===== config.mk =====
export PLATFORM = sky130hd
export DESIGN_NAME = hazard_stall_ctrl
export DESIGN_NICKNAME = d
export VERILOG_FILES = /design/src/rtl/hazard_stall_ctrl.sv
export SDC_FILE = /design/constraint.sdc
export NUM_CORES = 1
export LEC_CHECK = 0
export CAP_MARGIN = 10
export CORE_MARGIN = 2
export CORE_UTILIZATION = 36
export CTS_CLUSTER_SIZE = 20
export DETAILED_ROUTE_END_ITERATION = 8
export PLACE_DENSITY = 0.73
export SETUP_SLACK_MARGIN = 0.5
export SYNTH_ARGS = -nofsm -noshare
export SYNTH_HDL_FRONTEND = slang
export SYNTH_SLANG_ARGS = --single-unit
export TNS_END_PERCENT = 1

===== constraint.sdc =====
create_clock -name clk -period 2.7 [get_ports clk]
set_input_delay 0.81 -clock clk [delete_from_list [all_inputs] [get_ports clk]]
set_output_delay 0.81 -clock clk [all_outputs]
set_load 0.02 [all_outputs]

===== src/rtl/hazard_stall_ctrl.sv =====
// hazard_stall_ctrl: stall/flush sequencing for the 5-stage pipe plus MULT/DIV issue/busy/done.
// Optional stall/flush performance counters are built when HAZARD_PERF_EN is defined.
module hazard_stall_ctrl #(
    parameter int MD_LATENCY = 32,
    parameter int CNT_W      = 16
) (
    input  logic       clk,
    input  logic       rst,
    input  logic [4:0] id_rs,
    input  logic [4:0] id_rt,
    input  logic       id_uses_rs,
    input  logic       id_uses_rt,
    input  logic       id_is_md,
    input  logic       id_reads_hilo,
    input  logic       ex_mem_read,
    input  logic [4:0] ex_rt,
    input  logic       ex_redirect,
    output logic       pc_write,
    output logic       ifid_write,
    output logic       ifid_flush,
    output logic       idex_bubble,
    output logic       md_issue,
    output logic       md_busy,
    output logic       md_done
`ifdef HAZARD_PERF_EN
    ,
    output logic [CNT_W-1:0] stall_cycles,
    output logic [CNT_W-1:0] flush_count
`endif
);
    typedef enum logic {IDLE = 1'b0, MD_BUSY = 1'b1} state_t;

    state_t     r_state, w_state_next;
    logic [5:0] r_cnt, w_cnt_next;
    logic       r_run;
    logic       r_md_done, w_md_done_next;
    logic       w_lu_haz, w_md_haz, w_stall;

    always_ff @(posedge clk or negedge rst) begin
        if (!rst) begin
            r_state   <= IDLE;
            r_cnt     <= '0;
            r_run     <= 1'b0;
            r_md_done <= 1'b0;
        end else begin
            r_state   <= w_state_next;
            r_cnt     <= w_cnt_next;
            r_run     <= 1'b1;
            r_md_done <= w_md_done_next;
        end
    end

    assign md_busy = (r_state == MD_BUSY);
    assign md_done = r_md_done;

    // A load to $zero never produces a value worth waiting for.
    assign w_lu_haz = ex_mem_read && (ex_rt != 5'd0) &&
                      ((id_uses_rs && (id_rs == ex_rt)) || (id_uses_rt && (id_rt == ex_rt)));
    assign w_md_haz = md_busy && (id_is_md || id_reads_hilo);
    assign w_stall  = w_lu_haz || w_md_haz;

    always_comb begin
        pc_write       = 1'b0;
        ifid_write     = 1'b0;
        ifid_flush     = 1'b1;
        idex_bubble    = 1'b1;
        md_issue       = 1'b0;
        w_state_next   = r_state;
        w_cnt_next     = r_cnt;
        w_md_done_next = 1'b0;

        if (r_run) begin
            if (ex_redirect) begin
                pc_write    = 1'b1;
                ifid_write  = 1'b1;
                ifid_flush  = 1'b1;
                idex_bubble = 1'b1;
            end else if (w_stall) begin
                ifid_flush  = 1'b0;
                idex_bubble = 1'b1;
            end else begin
                pc_write    = 1'b1;
                ifid_write  = 1'b1;
                ifid_flush  = 1'b0;
                idex_bubble = 1'b0;
                md_issue    = id_is_md;
            end
        end

        // Redirects never abort an in-flight MULT/DIV: it is older than the branch.
        if (r_state == IDLE) begin
            if (md_issue) begin
                w_state_next = MD_BUSY;
                w_cnt_next   = 6'(MD_LATENCY - 1);
            end
        end else begin
            if (r_cnt != 6'd0) begin
                w_cnt_next = r_cnt - 6'd1;
            end else begin
                w_state_next   = IDLE;
                w_md_done_next = 1'b1;
            end
        end
    end

`ifdef HAZARD_PERF_EN
    logic [CNT_W-1:0] r_stall_cycles, r_flush_count;

    always_ff @(posedge clk or negedge rst) begin
        if (!rst) begin
            r_stall_cycles <= '0;
            r_flush_count  <= '0;
        end else begin
            if (r_run && !ex_redirect && w_stall && !(&r_stall_cycles))
                r_stall_cycles <= r_stall_cycles + CNT_W'(1);
            if (r_run && ex_redirect && !(&r_flush_count))
                r_flush_count <= r_flush_count + CNT_W'(1);
        end
    end

    assign stall_cycles = r_stall_cycles;
    assign flush_count  = r_flush_count;
`endif
endmodule


==> key figures, run 1 <==
Critical path
  – Worst path bufs/invs: 2
  – CP Cell Sequence: buf_6 -> xor2_2 -> nor4_2 -> a32oi_2 -> or2_1 -> and3_4 -> buf_6
  – Critical Path AT: 2.12 ns
  – Worst setup EP type: output pin
  – Slowest CP cell: nor4_2
  – CP max stage delay: 0.30 ns
  – Largest delay contributor family on the critical path: simple AND/OR/NAND/NOR gates
  – Worst path most repeated cell: buf_6
  – CP Max Fanout: 3
  – Setup Crit Path Kind: in2out
  – Worst EP required: 1.89 ns
  – Startpoint types: input pin

Finish
  – Area growth syn-to-layout: 74.1%
  – Non-filler cells, final: 145
  – Post-layout util: 68.0%
  – Fillers: 147
  – Layout cells sized above 1: 43.3%
  – Ant. Diodes: 0
  – Final instance area: 0.00119 mm^2
  – Fin nets: 145

Yosys
  – Yosys top cell by area: dfrtp_1
  – Netlist cell types: 38
  – Ranking of synthesized cells by area: dfrtp_1 33%, xor2_1 10%, a22oi_1 4.4%, xnor2_1 3.9%, inv_1 3.3%
  – Register bit total from synthesis: 9
  – Synth Area in Compound Gates: 19.6%
  – Syn_area_per_cell: 9.09 um^2
  – Mapped Nets: 99
  – Post-synthesis sequential area ratio: 33.0%
  – Synthesized area: 682 um^2
  – Post-Synth Adder-Cell Area: 1.83%
  – Top-count cell post-synth: dfrtp_1
  – Top FF cell, synth: dfrtp_1
  – Top-area cell type share of the netlist area: 33.0%
  – Largest family of logic cells by synthesized area: simple AND/OR/NAND/NOR gates
  – Top cells by count, synth: 9 x dfrtp_1, 8 x xor2_1, 6 x inv_1
  – Simple-Gate Fraction of Synth Area: 24.4%
  – Post-synth EDFFs: 0
  – YS warnings: 0
  – Synthesized instance count: 75
  – Async SR Flop Fraction: 100%
  – Synthesized-area fraction occupied by xor and xnor cells: 14.1%
  – Post-synthesis mux area share: 1.47%

Global routing
  – First-pass GRT wire length: 2.98 mm
  – Antenna violations before repair: 0
  – Grt ovf: 0
  – Number of global-route vias before repair: 767
  – Largest net degree at the start of global routing: 15
  – GRT Total Usage: 19.0%

STA
  – Final Cycle Share: 108%
  – Fmax: 341 MHz
  – Final min period: 2.93 ns
  – WHS: 0.503 ns
  – Worst Max-Slew Pin Slew: 0.718 ns
  – Final Skew: 0.0107 ns
  – RSZ-0062 raised after global routing: yes
  – Slew Viols, Final: 0
  – Setup TNS: -0.779 ns
  – Final setup viols: 4
  – Hold Fails Final Rpt: 0
  – Slew headroom: 51.7%
  – Setup slack after layout: -0.229 ns

Min path
  – Min-delay worst type: reg2reg

Place
  – Post-detail-place hpwl: 1.48 mm
  – Gp weighted congestion: 0.838
  – Post-place instance area: 0.00109 mm^2
  – Cell total after placement: 137
  – Pre-CTS setup slack: -1.05 ns
  – Port Buffers: 29

Route
  – First-pass iteration count of the detailed router: 4
  – Post-route DRC violation count: 0
  – Vias per Instance: 5.19
  – Via Count: 752
  – Drt wl/cell: 13.2 um
  – DRT iter0 DRCs: 32
  – Post-route ant nets: 0
  – WL final: 1.91 mm

Die
  – Die area: 0.00226 mm^2
  – IO Pins: 30
  – Cell Rows: 15
  – Die height: 47.5 um
  – Initial Util: 39.1%
  – Die extent in x: 47.5 um
  – Core area: 0.00175 mm^2

Clocking
  – CTS H-tree depth: 1
  – CTS tree: done
  – Clock buffer depth: 2
  – Clock-pin slew on the worst setup and hold paths: 0.06 ns
  – Clock latency on the worst-skew pair: 0.27 ns
  – Clk root buf: clkbuf_4
  – Clock sink total: 9
  – Num CTS Buffers: 3
  – Hold_buf cts: 0

Power and ir drop
  – Leakage power: 0.531 nW
  – Internal: 0.403 mW
  – Pwr Total: 0.662 mW
  – Comb pwr share: 49.2%
  – PwrDens: 557 mW/mm^2
  – Psw: 0.259 mW
  – Clk pwr share: 15.7%
  – Switching share of power: 39.2%
  – Flop pwr share: 35.1%
  – VDD IR max: 314 uV

Status
  – Violated checks: setup timing
  – Outcome: complete, but fails checks

Run
  – Max Cap Viol: 0
## worst reg2reg max path, stage by stage, from the launching register on
cell	delay, ns
dfrtp_1	0.39
inv_1	0.12
ha_1	0.22
nand2b_1	0.11
nor4_1	0.56
nor2b_1	0.19
a22oi_1	0.21
o31ai_2	0.09
## cell usage in the layout, fill, tap and decap left out, types with 3 or more instances in the layout
cell             synthesis  routed
inv_1                    6       6
a21oi_1                  3       3
xor2_1                   8       4
xnor2_1                  3       3
o21ai_0                  3       3
buf_6                    0      10
xor2_2                   0       4
clkbuf_4                 0       3
clkbuf_2                 0       6
nor2_1                   4       3
clkdlybuf4s50_1          0       7
a22oi_1                  4       4
dfrtp_1                  9       9
buf_4                    1      11
## area by class of cell
cell class | instances | area [um^2] | share of cell area, %
tap | 25 | 31.3 | 2.63
inverter | 6 | 22.5 | 1.90
clock buffer | 4 | 26.3 | 2.21
sequential | 9 | 225 | 19.0
multi-input combinational | 58 | 494 | 41.6
timing repair buffer | 43 | 388 | 32.7
## power by group through the flow
stage	registers [mW]	logic, mW	clock network (mW)
final	0.232	0.326	0.104
after global placement	0.231	0.304	0
after detailed placement	0.232	0.320	0
after global routing	0.239	0.357	0.113
after floorplan	0.227	0.206	0
after CTS	0.230	0.320	0.107
## cells by family (layout without fill, tap and decap cells)
logic type                 count (synthesis)  in the layout
AOI/OAI and AO/OA                         17             17
buffers and inverters                      8             53
and+or+nand+nor                           27             27
muxes                                      1              1
adders and majority gates                  1              1
xor gates and xnor gates                  11             11
DFF                                        9              9
other                                      1              1
## metal layers
metal  up-vias  wire length [um]  global-route usage, %  share of wire (%)
li1        356                 -                      -                  -
met1       349               671                   17.5                 35
met2        40              1080                   38.6                 56
met3         7               105                   1.51                5.5
met4         0                55                   12.2                2.9
met5         -                 0                      0                  0
## timing repair
item                       in CTS  in global routing
setup endpoints to repair      13                  6
buffers inserted                3                  1
gates resized for setup        65                 33
pin swaps                      13                 17
## flip-flops by register name (all words and copies together) (netlist names)
name and count:
r_cnt 6, md_busy 1, r_run 1, md_done 1
## worst paths after layout
check	startpoint	end	slack, ns	cells after the start
max in group asynchronous	rst	r_run	1.58	1
min reg2reg	r_cnt[0]	r_cnt[0]	0.50	1
max reg2reg	r_cnt[1]	r_cnt[5]	0.68	7
min in group asynchronous	rst	r_cnt[4]	0.83	1
min	r_cnt[0]	r_cnt[0]	0.50	1
max	id_rs[3]	md_issue	-0.23	7
(Power assumes the default switching activity.)
==> run 2, diff against run 1 <==
TNS_END_PERCENT = 5   (was 1)
==> results of run 2 <==
Final layout, timing and power as in run 1 (identical DEF).
